===== config.mk =====
export PLATFORM = sky130hd
export DESIGN_NAME = conv_ctrl_stream
export DESIGN_NICKNAME = d
export VERILOG_FILES = /design/src/rtl/conv_pkg.sv /design/src/rtl/conv_valid_pipe.sv /design/src/rtl/conv_ctrl_stream.sv
export SDC_FILE = /design/constraint.sdc
export NUM_CORES = 1
export LEC_CHECK = 0
export ABC_AREA = 1
export ABC_CLOCK_PERIOD_IN_PS = 1400
export CAP_MARGIN = 20
export CORE_MARGIN = 2
export CORE_UTILIZATION = 40
export DETAILED_ROUTE_END_ITERATION = 12
export DONT_BUFFER_PORTS = 1
export PLACE_DENSITY = 0.51
export SLEW_MARGIN = 20
export SYNTH_ARGS = -nofsm -noshare
export SYNTH_HDL_FRONTEND = slang
export SYNTH_SLANG_ARGS = --single-unit

===== constraint.sdc =====
create_clock -name clk -period 1.4 [get_ports clk]
set_input_delay 0.21 -clock clk [delete_from_list [all_inputs] [get_ports clk]]
set_output_delay 0.21 -clock clk [all_outputs]
set_load 0.03 [all_outputs]

===== src/rtl/conv_pkg.sv =====
// Shared state encoding and sizing helpers for the streaming convolver control path.
package conv_pkg;

   typedef enum logic [1:0] {
      IDLE   = 2'd0,
      LOAD_W = 2'd1,
      RUN    = 2'd2,
      DRAIN  = 2'd3
   } conv_state_t;

   localparam int unsigned KERN_DIM_DEF = 32'd3;
   localparam int unsigned IMG_W_DEF    = 32'd28;
   localparam int unsigned IMG_H_DEF    = 32'd28;
   localparam int unsigned WCOUNT_DEF   = KERN_DIM_DEF * KERN_DIM_DEF;

   function automatic int unsigned weight_count(input int unsigned k);
      return k * k;
   endfunction

   // Counter width able to hold 0..n-1, never narrower than one bit.
   function automatic int unsigned cnt_width(input int unsigned n);
      return (n > 32'd1) ? $clog2(n) : 32'd1;
   endfunction

endpackage


===== src/rtl/conv_valid_pipe.sv =====
// Valid-token shift register that tracks results through the MAC datapath.
module conv_valid_pipe #(
   parameter int DEPTH = 4
) (
   input  logic clk,
   input  logic reset,
   input  logic en,
   input  logic din,
   output logic dout,
   output logic empty
);

   logic [DEPTH-1:0] bits;

   // Shift one stage per enabled cycle; contents hold while the datapath stalls.
   always_ff @(posedge clk or negedge reset) begin
      if (!reset) begin
         bits <= {DEPTH{1'b0}};
      end else if (en) begin
         bits[0] <= din;
         for (int i = 1; i < DEPTH; i++) begin
            bits[i] <= bits[i-1];
         end
      end
   end

   assign dout  = bits[DEPTH-1];
   assign empty = (bits == {DEPTH{1'b0}});

endmodule


===== src/rtl/conv_ctrl_stream.sv =====
// Control path of the streaming convolver: weight load, pixel walk, window tracking.
// Define CONV_STRIDE_EN to honour the STRIDE parameter; otherwise stride is fixed at 1.
module conv_ctrl_stream
   import conv_pkg::*;
#(
   parameter int KERN_DIM = 3,
   parameter int IMG_W    = 28,
   parameter int IMG_H    = 28,
   parameter int STRIDE   = 1,
   parameter int MAC_LAT  = 4
) (
   input  logic                                  clk,
   input  logic                                  reset,
   input  logic                                  start,
   input  logic                                  reload_w,
   input  logic                                  w_valid,
   output logic                                  w_ready,
   output logic                                  weight_wr,
   output logic [$clog2(KERN_DIM*KERN_DIM)-1:0]  weight_addr,
   input  logic                                  pix_valid,
   output logic                                  pix_ready,
   output logic                                  shift_en,
   output logic                                  pipe_en,
   output logic                                  out_valid,
   input  logic                                  out_ready,
   output logic                                  busy,
   output logic                                  done
);

   localparam int WAW = $clog2(weight_count(KERN_DIM));
   localparam int CW  = cnt_width(IMG_W);
   localparam int RW  = cnt_width(IMG_H);

   localparam logic [WAW-1:0] W_LAST   = WAW'(weight_count(KERN_DIM) - 32'd1);
   localparam logic [CW-1:0]  COL_LAST = CW'(IMG_W - 1);
   localparam logic [RW-1:0]  ROW_LAST = RW'(IMG_H - 1);
   localparam logic [CW-1:0]  COL_K1   = CW'(KERN_DIM - 1);
   localparam logic [RW-1:0]  ROW_K1   = RW'(KERN_DIM - 1);

   conv_state_t    state;
   conv_state_t    state_next;
   logic           weights_loaded;
   logic [WAW-1:0] waddr;
   logic [CW-1:0]  col;
   logic [CW-1:0]  col_next;
   logic [RW-1:0]  row;
   logic [RW-1:0]  row_next;
   logic           frame_start;
   logic           last_pix;
   logic           phase_ok;
   logic           win_valid;
   logic           pipe_out;
   logic           pipe_empty;

   assign pipe_en     = !(pipe_out && !out_ready);
   assign out_valid   = pipe_out;
   assign w_ready     = (state == LOAD_W);
   assign weight_wr   = w_valid && w_ready;
   assign weight_addr = waddr;
   assign pix_ready   = (state == RUN) && pipe_en;
   assign shift_en    = pix_valid && pix_ready;
   assign busy        = (state != IDLE);
   assign last_pix    = (col == COL_LAST) && (row == ROW_LAST);
   assign win_valid   = (row >= ROW_K1) && (col >= COL_K1) && phase_ok;

   // State register.
   always_ff @(posedge clk or negedge reset) begin
      if (!reset) begin
         state <= IDLE;
      end else begin
         state <= state_next;
      end
   end

   // Next-state decode, frame start and completion pulse.
   always_comb begin
      state_next  = state;
      frame_start = 1'b0;
      done        = 1'b0;
      case (state)
         IDLE: begin
            if (start) begin
               frame_start = 1'b1;
               state_next  = (reload_w || !weights_loaded) ? LOAD_W : RUN;
            end else begin
               state_next = IDLE;
            end
         end
         LOAD_W: begin
            if (weight_wr && (waddr == W_LAST)) begin
               state_next = RUN;
            end else begin
               state_next = LOAD_W;
            end
         end
         RUN: begin
            if (shift_en && last_pix) begin
               state_next = DRAIN;
            end else begin
               state_next = RUN;
            end
         end
         DRAIN: begin
            // pipe_empty covers the output stage, so a pending result blocks completion.
            if (pipe_empty) begin
               done       = 1'b1;
               state_next = IDLE;
            end else begin
               state_next = DRAIN;
            end
         end
         default: begin
            state_next = IDLE;
         end
      endcase
   end

   // Weight index and the loaded-set flag.
   always_ff @(posedge clk or negedge reset) begin
      if (!reset) begin
         waddr          <= {WAW{1'b0}};
         weights_loaded <= 1'b0;
      end else if (frame_start) begin
         waddr <= {WAW{1'b0}};
      end else if (weight_wr) begin
         if (waddr == W_LAST) begin
            waddr          <= {WAW{1'b0}};
            weights_loaded <= 1'b1;
         end else begin
            waddr <= waddr + 1'b1;
         end
      end
   end

   // Raster position following the accepted pixel.
   always_comb begin
      col_next = col;
      row_next = row;
      if (col == COL_LAST) begin
         col_next = {CW{1'b0}};
         row_next = (row == ROW_LAST) ? {RW{1'b0}} : row + 1'b1;
      end else begin
         col_next = col + 1'b1;
      end
   end

   // Raster position of the next pixel to be accepted.
   always_ff @(posedge clk or negedge reset) begin
      if (!reset) begin
         col <= {CW{1'b0}};
         row <= {RW{1'b0}};
      end else if (frame_start) begin
         col <= {CW{1'b0}};
         row <= {RW{1'b0}};
      end else if (shift_en) begin
         col <= col_next;
         row <= row_next;
      end
   end

`ifdef CONV_STRIDE_EN
   localparam int PW = cnt_width(STRIDE);
   localparam logic [PW-1:0] PH_LAST = PW'(STRIDE - 1);

   logic [PW-1:0] ph_col;
   logic [PW-1:0] ph_row;

   // Phases restart at the first full-window position and then count modulo STRIDE.
   always_ff @(posedge clk or negedge reset) begin
      if (!reset) begin
         ph_col <= {PW{1'b0}};
         ph_row <= {PW{1'b0}};
      end else if (frame_start) begin
         ph_col <= {PW{1'b0}};
         ph_row <= {PW{1'b0}};
      end else if (shift_en) begin
         if ((col_next == COL_K1) || (ph_col == PH_LAST)) begin
            ph_col <= {PW{1'b0}};
         end else begin
            ph_col <= ph_col + 1'b1;
         end
         if (col == COL_LAST) begin
            if ((row_next == ROW_K1) || (ph_row == PH_LAST)) begin
               ph_row <= {PW{1'b0}};
            end else begin
               ph_row <= ph_row + 1'b1;
            end
         end
      end
   end

   assign phase_ok = (ph_col == {PW{1'b0}}) && (ph_row == {PW{1'b0}});
`else
   // Stride is fixed at 1 in this build, so every full window is emitted.
   localparam int STRIDE_EFF = (STRIDE > 0) ? 1 : 1;
   assign phase_ok = (STRIDE_EFF == 1);
`endif

   conv_valid_pipe #(
      .DEPTH (MAC_LAT)
   ) u_valid_pipe (
      .clk   (clk),
      .reset (reset),
      .en    (pipe_en),
      .din   (shift_en && win_valid),
      .dout  (pipe_out),
      .empty (pipe_empty)
   );

endmodule


==> impl_metrics.tcl <==
set metrics [dict create \
    hp-class "primary input to flop" \
    relSlewSlack_pct 68.91 \
    hp-start "reload_w" \
    layout_common_cells "nand2_1 (48), buf_4 (21), dfrtp_1 (20), inv_1 (18), nand3_1 (15)" \
    diodes 0 \
    final_common_cell "nand2_1" \
    nNetsFinal 208 \
    syn_inst 164 \
    fin_crit_sh_pct 102.2 \
    yosysWarnings 0 \
    crit_path_cell_trace "nor2_4 -> nand3_4 -> inv_4 -> buf_12" \
    grt_pass1_wl_um 4422 \
    critPathLaunch "state[0]" \
    gp_congestion 0.8080 \
    arrival_ns 1.22 \
    ys_types 23 \
    crit_type "flop to primary output" \
    status "finished with violations" \
    fin_ws_ns -0.03098 \
    areaGrowthSynthToFinish_pct 27.84 \
    htreeDepth 1 \
    drt_iter0_markers 49 \
    failed_checks "negative setup slack" \
    via_count 1081 \
    clk_path_buf_depth 2 \
    fin_cells 238 \
    tightest_slew_ns 0.4664 \
    clkLatencyLatePin_ns 0.30 \
    drive_above_1_share_pct 28.35 \
    fin_area_um2 1620 \
    drt_first_pass_iters 4 \
    gr-usage-all-layers_pct 16.03 \
    antenna_found_initial 0 \
    startpoint_type "flop" \
    syn_area_um2 1267 \
    final_util_pct 53.51 \
    syn_area_per_cell_um2 7.728 \
    core_um2 3028 \
    crit_path_end_kind "primary output" \
    period_needed_ns 1.431 \
    max_stage_delay_ns 0.47 \
    dieArea_um2 3635 \
    dpl_cell_area_um2 1423 \
    wl_um 2516 \
    power.leakage_nw 0.8880 \
    yosysSeqAreaShare_pct 41.46 \
    slew_viol_final 0 \
    cts_made_buffers 3 \
    powerDensity_nw_per_um2 1864 \
    rsz0062_at_grt "yes" \
    fmax_mhz 698.8 \
    setup_viol_count_final 2 \
    drc 0 \
    clkSinkCount 21 \
    timing.hold.ws_ns 0.06077 \
    synth_top_cell_area_share_pct 41.46 \
    syn-num-nets 177 \
    slowest_stage "dfrtp_2" \
    num_rows 20 \
    grt_pass1_vias 1060 \
    finalPower_mw 3.020 \
    synth.area.top_cells "dfrtp_1 (41%), nand2_1 (15%), nand3_1 (6.3%)" \
    grt_overflow 0 \
    dp.cells 218 \
    cap_violations 0 \
    die_w_um 60.29 \
    dp_hpwl_um 1858 \
    cp_top_family "flip-flops" \
    ys_ff_latch 21 \
    ant_nets 0 \
    hold_violations 0 \
    pin_count 19 \
    grt_max_degree 22 \
    worstPathRequired_ns 1.19 \
    critPathBufInv 2 \
    wl_per_cell_um 10.57 \
    cts_root_buf "clkbuf_4" \
    start_util_pct 41.86 \
    clk_pin_slew_ns 0.13 \
    io_buffers 0 \
    worstPathMaxFanout 3 \
    fp.dieH_um 60.29 \
    cts_tree "built" \
    skew_ns 0.01043 \
    avgViaCountPerCell 4.542 \
    synth_top_cell_by_area "dfrtp_1" \
    vdd_ir_drop_max_uv 622.0 \
    r2r_start "state[0]" \
]
-- cells by family (layout without fill, tap and decap cells) --
group | count (synthesis) | count (layout) | synth area share [%]
AOI/OAI and AO/OA | 12 | 12 | 6.120
buffers and inverters | 26 | 56 | 7.798
xor gates and xnor gates | 5 | 5 | 3.455
DFF | 21 | 21 | 41.46
adders and majority gates | 6 | 6 | 5.923
and+or+nand+nor | 94 | 94 | 35.24
-- Yosys cell counts (all sizes together) --
library cell / count
xnor2: 1
xor2: 4
ha: 6
nand4: 3
nand3: 18
inv: 25
o21ai: 10
a21oi: 1
nor3: 2
nand2: 53
or2: 1
o21bai: 1
nor2: 17
buf: 1
dfrtp: 21
-- worst register-to-register path: cells and delay by family, from the launching register on --
kind	cells	cell delay (ns)
simple gates	4	0.50
flops	1	0.44
buf+inv	3	0.30
-- path summary, 6_finish.rpt --
path                                        endpoint  slack, ns  depth (start not counted)
worst max-delay path                        shift_en      -0.03                          4
worst min-delay path                        state[0]       0.06                          2
worst max register to register              state[1]       0.11                          7
worst min register to register        weights_loaded       0.48                          2
max in group asynchronous                   state[0]       0.68                          2
min in group asynchronous       u_valid_pipe.bits[2]       0.38                          2
-- power breakdown --
| part | internal, mW | total, mW | switching (mW) |
|---|---|---|---|
| clock | 0.109 | 0.298 | 0.189 |
| combinational | 0.729 | 1.73 | 1.00 |
| sequential | 0.785 | 0.990 | 0.206 |
-- flip-flops by register name, indices dropped and copies added (netlist names) --
signal	flops
weight_addr	4
row	5
state	2
weights_loaded	1
u_valid_pipe.bits	4
col	5
-- area by class of cell --
type / instances / area (µm²)
fill: 281 / 1408
multi-input combinational: 117 / 670.6
sequential: 21 / 526.8
timing repair buffer: 27 / 226.5
inverter: 25 / 111.4
tap: 44 / 55.05
clock buffer: 3 / 22.52
clock inverter: 1 / 7.507
-- metrics by stage --
stage,setup TNS [ns],worst slack (ns)
5_1_grt,-0.4217,-0.1494
6_report,-0.05720,-0.03098
3_3_place_gp,0,0.1289
4_1_cts,-0.1569,-0.06433
3_5_place_dp,0,0.1057
2_1_floorplan,0,0.04740
-- metal layers --
layer	track usage (%)	routed length [µm]
met5	0	0
met1	20.40	1207
met3	2.814	58
met4	5.079	19
met2	27.33	1231
-- repair_timing --
action,4_1_cts,5_1_grt
endpoints found under the setup margin,4,15
endpoints found under the hold margin,21,21
hold buffers,1,1
buffers inserted,11,4
gates resized for setup,10,10
pin swaps,6,4
Power figures use the tool's default switching activity.
